[config.mk]
export PLATFORM = sky130hd
export DESIGN_NAME = led_pwm_sequencer
export DESIGN_NICKNAME = d
export VERILOG_FILES = /design/src/rtl/led_pkg.sv /design/src/rtl/led_pwm_channel.sv /design/src/rtl/led_pwm_sequencer.sv
export SDC_FILE = /design/constraint.sdc
export NUM_CORES = 1
export LEC_CHECK = 0
export ABC_CLOCK_PERIOD_IN_PS = 14500
export BUFFER_PORTS_ARGS = -buffer_cell sky130_fd_sc_hd__buf_4
export CAP_MARGIN = 5
export CORE_AREA = 2 2 143 110
export CTS_CLUSTER_DIAMETER = 50
export CTS_CLUSTER_SIZE = 28
export DETAILED_ROUTE_END_ITERATION = 16
export DIE_AREA = 0 0 145 112
export PLACE_DENSITY = 0.9
export SETUP_SLACK_MARGIN = 0.15
export SKIP_CTS_REPAIR_TIMING = 1
export SLEW_MARGIN = 30
export SYNTH_ARGS = -nofsm -noshare
export SYNTH_HDL_FRONTEND = slang
export SYNTH_SLANG_ARGS = --single-unit
[constraint.sdc]
create_clock -name clk -period 14.5 [get_ports clk]
set_input_delay 2.175 -clock clk [delete_from_list [all_inputs] [get_ports clk]]
set_output_delay 2.175 -clock clk [all_outputs]
set_load 0.01 [all_outputs]
[src/rtl/led_pkg.sv]
// Shared types and constants for the RGB LED PWM sequencer.
package led_pkg;

    typedef enum logic [1:0] {
        STATIC    = 2'd0,
        RAMP_UP   = 2'd1,
        RAMP_DOWN = 2'd2
    } breath_state_t;

    typedef logic [7:0] duty_t;

    localparam int NUM_LED_CH = 3;
    localparam int CH_R       = 0;
    localparam int CH_G       = 1;
    localparam int CH_B       = 2;

    localparam duty_t DUTY_MAX = 8'hFF;

endpackage

[src/rtl/led_pwm_channel.sv]
// One PWM channel: shadow/active duty pair, brightness scaling, optional
// gamma shaping and the counter compare that produces the registered pwm bit.
// Build option: LED_PWM_GAMMA_EN adds a gamma stage (pwm latency 2 from cnt).
module led_pwm_channel
    import led_pkg::*;
(
    input  logic       clk,
    input  logic       rst,
    input  logic       wr_en,
    input  duty_t      wr_duty,
    input  logic       wrap,
    input  logic       breathing,
    input  logic [7:0] brightness,
    input  logic [7:0] cnt,
    output logic       pwm
);

    duty_t      shadow;
    duty_t      active;
    duty_t      eff_p0;
    duty_t      lvl_cmp;
    logic [7:0] cnt_cmp;

    // Scale a duty by global brightness: (d * (b + 1)) >> 8, never exceeds d.
    function automatic duty_t scale(input duty_t d, input logic [7:0] b);
        logic [15:0] prod;
        prod = {8'd0, d} * ({8'd0, b} + 16'd1);
        return duty_t'(prod >> 8);
    endfunction

    // Shadow takes every write; active only changes at the period wrap so the
    // output never glitches mid-period. A write landing on the wrap goes straight through.
    always_ff @(posedge clk) begin
        if (rst) begin
            shadow <= '0;
            active <= '0;
        end else begin
            if (wr_en) shadow <= wr_duty;
            if (wrap)  active <= wr_en ? wr_duty : shadow;
        end
    end

    assign eff_p0 = breathing ? scale(active, brightness) : active;

`ifdef LED_PWM_GAMMA_EN
    duty_t      lvl_p1;
    logic [7:0] cnt_p1;

    // Square-law gamma; full scale stays full and any non-zero level stays visible.
    function automatic duty_t gamma(input duty_t e);
        logic [15:0] sq;
        duty_t       g;
        sq = {8'd0, e} * {8'd0, e};
        g  = duty_t'(sq >> 8);
        if (e == DUTY_MAX)
            g = DUTY_MAX;
        else if ((e != '0) && (g == '0))
            g = 8'd1;
        return g;
    endfunction

    // p0 -> p1: gamma level and the counter are delayed together so the compare stays aligned.
    always_ff @(posedge clk) begin
        if (rst) begin
            lvl_p1 <= '0;
            cnt_p1 <= '0;
        end else begin
            lvl_p1 <= gamma(eff_p0);
            cnt_p1 <= cnt;
        end
    end

    assign lvl_cmp = lvl_p1;
    assign cnt_cmp = cnt_p1;
`else
    assign lvl_cmp = eff_p0;
    assign cnt_cmp = cnt;
`endif

    // Compare stage: full scale is solid on, zero never fires.
    always_ff @(posedge clk) begin
        if (rst)
            pwm <= 1'b0;
        else
            pwm <= (lvl_cmp == DUTY_MAX) || (cnt_cmp < lvl_cmp);
    end

endmodule

[src/rtl/led_pwm_sequencer.sv]
// RGB LED PWM sequencer: prescaler, 8-bit PWM counter, duty write port and
// the breathing brightness FSM; three led_pwm_channel instances make the bits.
// Build option: LED_PWM_GAMMA_EN enables per-channel gamma (see led_pwm_channel).
module led_pwm_sequencer
    import led_pkg::*;
#(
    parameter int PRESC_DIV      = 12,
    parameter int BREATH_PERIODS = 4
) (
    input  logic       clk,
    input  logic       rst,
    input  logic       wr_valid,
    output logic       wr_ready,
    input  logic [1:0] wr_chan,
    input  logic [7:0] wr_duty,
    input  logic       breathe_en,
    output logic [2:0] pwm,
    output logic       period_start,
    output logic [7:0] brightness
);

    localparam int PW = (PRESC_DIV > 1) ? $clog2(PRESC_DIV) : 1;
    localparam int SW = (BREATH_PERIODS > 1) ? $clog2(BREATH_PERIODS) : 1;
    localparam logic [PW-1:0] PRESC_LAST = PW'(PRESC_DIV - 1);
    localparam logic [SW-1:0] STEP_LAST  = SW'(BREATH_PERIODS - 1);

    logic [PW-1:0]           presc;
    logic [7:0]              cnt;
    logic                    tick;
    logic                    wrap;
    logic                    accept;
    logic [NUM_LED_CH-1:0]   wr_en;
    logic                    breathing;

    breath_state_t           state;
    breath_state_t           state_nx;
    logic [7:0]              bright_nx;
    logic [SW-1:0]           step;
    logic [SW-1:0]           step_nx;

    assign tick         = (presc == PRESC_LAST);
    assign wrap         = tick && (cnt == 8'hFF);
    assign period_start = wrap;
    assign accept       = wr_valid && wr_ready;
    assign breathing    = (state != STATIC);

    // Prescaler and PWM counter; the counter advances once per prescaler tick.
    always_ff @(posedge clk) begin
        if (rst) begin
            presc <= '0;
            cnt   <= '0;
        end else begin
            presc <= tick ? '0 : presc + PW'(1);
            if (tick) cnt <= cnt + 8'd1;
        end
    end

    // Write port is held off during reset and always ready afterwards.
    always_ff @(posedge clk) begin
        if (rst)
            wr_ready <= 1'b0;
        else
            wr_ready <= 1'b1;
    end

    for (genvar c = 0; c < NUM_LED_CH; c++) begin : g_ch
        assign wr_en[c] = accept && (wr_chan == 2'(c));

        led_pwm_channel u_ch (
            .clk        (clk),
            .rst        (rst),
            .wr_en      (wr_en[c]),
            .wr_duty    (wr_duty),
            .wrap       (wrap),
            .breathing  (breathing),
            .brightness (brightness),
            .cnt        (cnt),
            .pwm        (pwm[c])
        );
    end

    // Breathing FSM state, brightness and period-step counter.
    always_ff @(posedge clk) begin
        if (rst) begin
            state      <= STATIC;
            brightness <= 8'hFF;
            step       <= '0;
        end else begin
            state      <= state_nx;
            brightness <= bright_nx;
            step       <= step_nx;
        end
    end

    // Next-state logic: only evaluated at the wrap; disabling breathing beats a pending step,
    // and the ramps turn around exactly at 255 and 0 so brightness never wraps.
    always_comb begin
        state_nx  = state;
        bright_nx = brightness;
        step_nx   = step;
        if (wrap) begin
            case (state)
                STATIC: begin
                    if (breathe_en) begin
                        state_nx  = RAMP_UP;
                        bright_nx = 8'h00;
                        step_nx   = '0;
                    end
                end
                RAMP_UP, RAMP_DOWN: begin
                    if (!breathe_en) begin
                        state_nx  = STATIC;
                        bright_nx = 8'hFF;
                        step_nx   = '0;
                    end else if (step == STEP_LAST) begin
                        step_nx = '0;
                        if (state == RAMP_UP) begin
                            bright_nx = brightness + 8'd1;
                            if (brightness == 8'hFE) state_nx = RAMP_DOWN;
                        end else begin
                            bright_nx = brightness - 8'd1;
                            if (brightness == 8'h01) state_nx = RAMP_UP;
                        end
                    end else begin
                        step_nx = step + SW'(1);
                    end
                end
                default: begin
                    state_nx  = STATIC;
                    bright_nx = 8'hFF;
                    step_nx   = '0;
                end
            endcase
        end
    end

endmodule

==> flow_metrics.py, run 1 <==
metrics = {
    "run_status": {
        "status": "complete, no violations",
    },
    "yosys": {
        "synth-seq-cells": 76,
        "synthCells": 1178,
        "synth-main-ff-cell": "dfxtp_1",
        "ys_types": 64,
        "synth_edf_count": 0,
        "yosysSeqAreaShare_pct": 14.9,
        "ys_async_sr_fraction_pct": 0,
        "syn_area_per_cell_um2": 8.67,
        "syn_nets": 1439,
        "syn-cell-area_um2": 10200,
        "yosysWarnings": 0,
    },
    "global_route": {
        "top_usage_layer": "met2",
        "grt_first_pass_wirelength_um": 42800,
        "grt_use_met3_pct": 7.99,
        "gr-total-overflow": 0,
        "grt_use_met1_pct": 43.4,
        "met2_usage_pct": 52.4,
        "grt_pass1_vias": 8727,
        "antenna_found_initial": 0,
        "gr-usage-all-layers_pct": 32.6,
        "grt_max_degree": 74,
    },
    "clock_network": {
        "root_buffer": "clkbuf_16",
        "cts_tree": "built",
        "numCtsBuffers": 9,
        "clk_path_buf_depth": 2,
        "clk_pin_slew_ps": 70,
        "insertion_delay_ps": 350,
        "cts_sinks": 76,
        "htreeDepth": 3,
    },
    "layout": {
        "seqCellArea_um2": 1520,
        "multi_input_area_um2": 7860,
        "final_common_cell": "inv_1",
        "fin_util_pct": 72.7,
        "fill_cells": 990,
        "most-common-layout-cells": "inv_1 (153), ha_1 (127), fa_1 (120)",
        "fin_cells": 1365,
        "drive_gt1_share_pct": 6.12,
        "area.growth.synth_to_final_pct": 5.87,
        "diodes": 0,
        "nNetsFinal": 1416,
        "fin_area_um2": 10800,
    },
    "timing": {
        "skew_ps": 9.29,
        "fin_crit_sh_pct": 52.0,
        "rsz0062_at_grt": "false",
        "slew_viol_final": 0,
        "max_freq_mhz": 133,
        "hold_viol": 0,
        "relSlewSlack_pct": 33.3,
        "worst_slack_ps": 6960,
        "tightest_slew_ps": 999,
        "timing.hold.ws_ps": 472,
        "finalCriticalPeriod_ps": 7540,
        "setup_viol": 0,
        "finalSetupTns_ps": 0,
    },
    "setup_path": {
        "crit_fanout": 25,
        "crit_arrival_ps": 7790,
        "path_class": "reg -> reg",
        "crit_path_end_kind": "flip-flop",
        "startpoint_type": "flip-flop",
        "required_ps": 14750,
    },
    "detailed_routing": {
        "drc": 0,
        "postRouteAntennaNets": 0,
        "vias": 8331,
        "drtIter0Drc": 661,
        "via_per_inst": 6.10,
        "wl_per_cell_um": 18.4,
        "drt_wl_total_um": 25200,
        "first_pass_iters": 6,
    },
    "floorplan": {
        "dieArea_um2": 16200,
        "initial_core_util_pct": 68.7,
        "die_y_um": 112,
        "rows": 39,
        "die_x_um": 145,
        "core_um2": 14900,
        "ioPinCount": 27,
    },
    "flow_run": {
        "drv_cap": 0,
    },
    "power": {
        "leakage_nw": 5.07,
        "power_density_nw_per_um2": 44.4,
        "vdd_ir_drop_max_v": 0.0000765,
        "power.total_mw": 0.480,
    },
    "min_path": {
        "hold_path_class": "reg -> reg",
    },
    "placed_design": {
        "place_ws_ps": 7220,
        "place_inst": 1349,
        "dp_hpwl_um": 17700,
        "io_buffer_count": 26,
        "placed_cell_area_um2": 10500,
        "gp_congestion": 0.941,
    },
}
==> per-layer routing <==
metal,vias to the layer above,share of wire [%]
li1,3793,-
met1,4016,41
met2,429,45
met3,93,10
met4,0,3.1
met5,-,0
==> final cells by class <==
cell class	count	share of cell area [%]
well taps	205	2.37
clock buffers	9	2.08
flip-flops and latches	76	14.1
inverters	153	5.31
multi-input cells	878	72.6
clock inverters	7	0.972
repair buffers	37	2.57
==> report_power, final <==
part           internal, mW  switching [mW]  total, mW
combinational       0.00566         0.00872     0.0144
sequential            0.211        0.000997      0.212
clock                 0.154          0.0997      0.254
==> worst paths after layout <==
path	startpoint	slack, ps	endpoint	cells after the start
setup / recovery	brightness[0]	6960	g_ch[2].u_ch.pwm	23
hold / removal	presc[0]	470	presc[0]	1
hold reg to reg	presc[0]	470	presc[0]	1
setup reg to reg	brightness[0]	6960	g_ch[2].u_ch.pwm	23
==> state kept, by name (all words and copies together), names as in the netlist <==
| signal | flops |
|---|---|
| wr_ready | 1 |
| brightness | 8 |
| g_ch.u_ch.shadow | 24 |
| state | 2 |
| g_ch.u_ch.active | 24 |
| presc | 4 |
| g_ch.u_ch.pwm | 3 |
| step | 2 |
| cnt | 8 |
==> critical path, cell delays in order (launching register included) <==
cell and delay, ps:
dfxtp_1 600, buf_4 320, inv_1 130, ha_1 820
nand2_1 190, fa_1 520, fa_1 540, inv_1 50
fa_1 500, fa_1 500, ha_1 330, o211a_1 150
a221o_2 400, a21o_1 250, and3_1 200, a2111oi_0 350
a2111oi_0 120, a21oi_1 250, ha_1 310, a21oi_1 210
nor2b_1 80, a2111oi_0 430, nand3b_1 150, o41ai_2 60
==> logic make-up after synthesis <==
| group | count (synthesis) | share of synthesized area, % |
|---|---|---|
| xor+xnor | 44 | 3.77 |
| mux | 38 | 3.72 |
| simple gates | 402 | 19.9 |
| buf+inv | 224 | 8.45 |
| fa+ha+maj | 247 | 39.1 |
| compound gates | 147 | 10.2 |
| flops | 76 | 14.9 |
==> cell usage after synthesis, types with 5 or more instances <==
master,number,area (µm²)
inv_1,153,574
ha_1,127,1590
fa_1,120,2400
nand2_1,119,447
and2_1,106,663
nor2_1,90,338
dfxtp_1,76,1520
clkbuf_1,58,218
mux2i_1,38,380
a211oi_1,34,255
a21oi_1,27,135
xnor2_1,27,236
nor2b_1,19,119
o21ai_0,18,90.1
xor2_1,17,149
nand3_1,14,70.1
nand4_1,11,68.8
a21o_1,8,60.1
and3_1,7,43.8
nor3_1,7,35.0
o21a_1,7,52.6
a2111oi_0,6,52.6
buf_1,6,22.5
a31oi_1,5,31.3
o31ai_1,5,37.5
(Power assumes the default switching activity.)
==> run 2, diff against run 1 <==
--- a/config.mk
+++ b/config.mk
@@ -5,15 +5,15 @@
 export SDC_FILE = /design/constraint.sdc
 export NUM_CORES = 1
 export LEC_CHECK = 0
-export ABC_CLOCK_PERIOD_IN_PS = 14500
+export ABC_CLOCK_PERIOD_IN_PS = 6700
 export BUFFER_PORTS_ARGS = -buffer_cell sky130_fd_sc_hd__buf_4
 export CAP_MARGIN = 5
-export CORE_AREA = 2 2 143 110
+export CORE_AREA = 2 2 155 119
 export CTS_CLUSTER_DIAMETER = 50
 export CTS_CLUSTER_SIZE = 28
 export DETAILED_ROUTE_END_ITERATION = 16
-export DIE_AREA = 0 0 145 112
-export PLACE_DENSITY = 0.9
+export DIE_AREA = 0 0 157 121
+export PLACE_DENSITY = 0.81
 export SETUP_SLACK_MARGIN = 0.15
 export SKIP_CTS_REPAIR_TIMING = 1
 export SLEW_MARGIN = 30
==> constraint.sdc (replaced) <==
create_clock -name clk -period 6.7 [get_ports clk]
set_input_delay 1.005 -clock clk [delete_from_list [all_inputs] [get_ports clk]]
set_output_delay 1.005 -clock clk [all_outputs]
set_load 0.01 [all_outputs]
==> run 2 against run 1 <==
- power rose by 120%
- via count rose by 0.80%
- die area rose by 17%
- utilization fell by 5.9 points
- hold slack improved by 8.7 ps
- wire length rose by 5.4%
- clock power rose by 120%
- setup slack got worse by 6700 ps
- final area rose by 7.4%
- cell count rose by 5.8%
- critical endpoint unchanged
==> flow_metrics.py, run 2 (synthesized netlist as in run 1, its figures left out) <==
metrics = {
    "run_status": {
        "status": "complete, no violations",
    },
    "layout": {
        "diodes": 0,
        "most-common-layout-cells": "inv_1 (153), ha_1 (123), fa_1 (120)",
        "fin_util_pct": 66.8,
        "final_common_cell": "inv_1",
        "drive_gt1_share_pct": 12.7,
        "nNetsFinal": 1458,
        "fin_cells": 1444,
        "area.growth.synth_to_final_pct": 13.8,
        "fill_cells": 1311,
        "reg_top3": "g_ch.u_ch.active x24, g_ch.u_ch.shadow x24",
    },
    "floorplan": {
        "initial_core_util_pct": 58.7,
        "die_x_um": 157,
        "die_y_um": 121,
        "core_um2": 17400,
        "rows": 42,
        "ioPinCount": 27,
        "dieArea_um2": 19000,
    },
    "setup_path": {
        "crit_path_end_kind": "flip-flop",
        "startpoint_type": "flip-flop",
        "crit_arrival_ps": 6640,
        "crit_fanout": 8,
        "path_class": "reg -> reg",
        "slowest_delay_ps": 490,
        "worst_path_max_delay_cell": "fa_1",
        "required_ps": 6940,
        "cp_common_cell": "fa_1",
    },
    "global_route": {
        "grt_max_degree": 74,
        "grt_first_pass_wirelength_um": 42300,
        "gr-total-overflow": 0,
        "met2_usage_pct": 43.7,
        "top_usage_layer": "met2",
        "antenna_found_initial": 0,
        "gr-usage-all-layers_pct": 28.3,
        "grt_pass1_vias": 8554,
        "grt_use_met1_pct": 40.3,
        "grt_use_met3_pct": 6.89,
    },
    "power": {
        "power.total_mw": 1.04,
        "power_density_nw_per_um2": 89.7,
        "vdd_ir_drop_max_v": 0.000146,
        "leakage_nw": 5.39,
    },
    "placed_design": {
        "io_buffer_count": 26,
        "place_ws_ps": -118,
        "gp_congestion": 0.933,
        "place_inst": 1408,
        "dp_hpwl_um": 18900,
    },
    "clock_network": {
        "root_buffer": "clkbuf_16",
        "htreeDepth": 3,
        "cts_sinks": 76,
        "insertion_delay_ps": 340,
        "clk_path_buf_depth": 2,
        "clk_pin_slew_ps": 70,
        "cts_tree": "built",
        "numCtsBuffers": 9,
    },
    "timing": {
        "finalSetupTns_ps": 0,
        "setup_viol": 0,
        "slew_viol_final": 0,
        "max_freq_mhz": 156,
        "rsz0062_at_grt": "false",
        "tightest_slew_ps": 1010,
        "hold_viol": 0,
        "worst_slack_ps": 299,
        "skew_ps": 10.2,
        "fin_crit_sh_pct": 95.5,
        "relSlewSlack_pct": 32.4,
        "finalCriticalPeriod_ps": 6400,
    },
    "detailed_routing": {
        "via_per_inst": 5.82,
        "drc": 0,
        "drt_wl_total_um": 26500,
        "vias": 8398,
        "drtIter0Drc": 670,
        "postRouteAntennaNets": 0,
        "wl_per_cell_um": 18.4,
        "first_pass_iters": 5,
    },
    "flow_run": {
        "drv_cap": 0,
    },
    "min_path": {
        "hold_path_class": "reg -> reg",
    },
}
## run 2: final cells by class
type                       count  area (µm²)  area share [%]
inverter                     153         574            4.94
multi-input combinational    878        8200            70.6
clock inverter                 6        93.8           0.807
tap                          242         303            2.61
sequential                    76        1520            13.1
timing repair buffer          79         689            5.93
clock buffer                  10         239            2.06
## run 2: per-stage QoR
stage | cell area [µm²] | hold WS, ps
6_report | 11600 | 481
5_1_grt | 11600 | 504
4_1_cts | 11100 | 483
3_5_place_dp | 10800 | 464
3_3_place_gp | 10800 | 450
2_1_floorplan | 10200 | 432
## run 2: final timing paths
| kind | to | cells past startpoint | from | slack [ps] |
|---|---|---|---|---|
| min | presc[0] | 1 | presc[0] | 480 |
| max reg2reg | g_ch[2].u_ch.pwm | 25 | brightness[0] | 300 |
| min reg2reg | presc[0] | 1 | presc[0] | 480 |
| max | g_ch[2].u_ch.pwm | 25 | brightness[0] | 300 |
## run 2: report_power, final
| part | switching [mW] | internal [mW] | leakage, nW |
|---|---|---|---|
| Clock | 0.213 | 0.340 | 0.160 |
| Sequential | 0.00210 | 0.457 | 0.614 |
| Combinational | 0.0188 | 0.0124 | 4.61 |
## run 2: critical path, delay by kind of cell (launching register included)
kind	cells	cell delay, ps
flip-flops	1	340
AND/OR/NAND/NOR	4	680
XOR/XNOR	2	340
adder cells (fa/ha/maj)	7	2710
buffers and inverters	4	390
AO/OA/AOI/OAI	8	1840
## run 2: routing by layer
layer	wire, µm	share of wire [%]	up-vias
met1	11400	43	4073
met2	11900	45	388
met3	2640	9.9	60
met5	0	0	-
met4	551	2.1	0
li1	-	-	3877
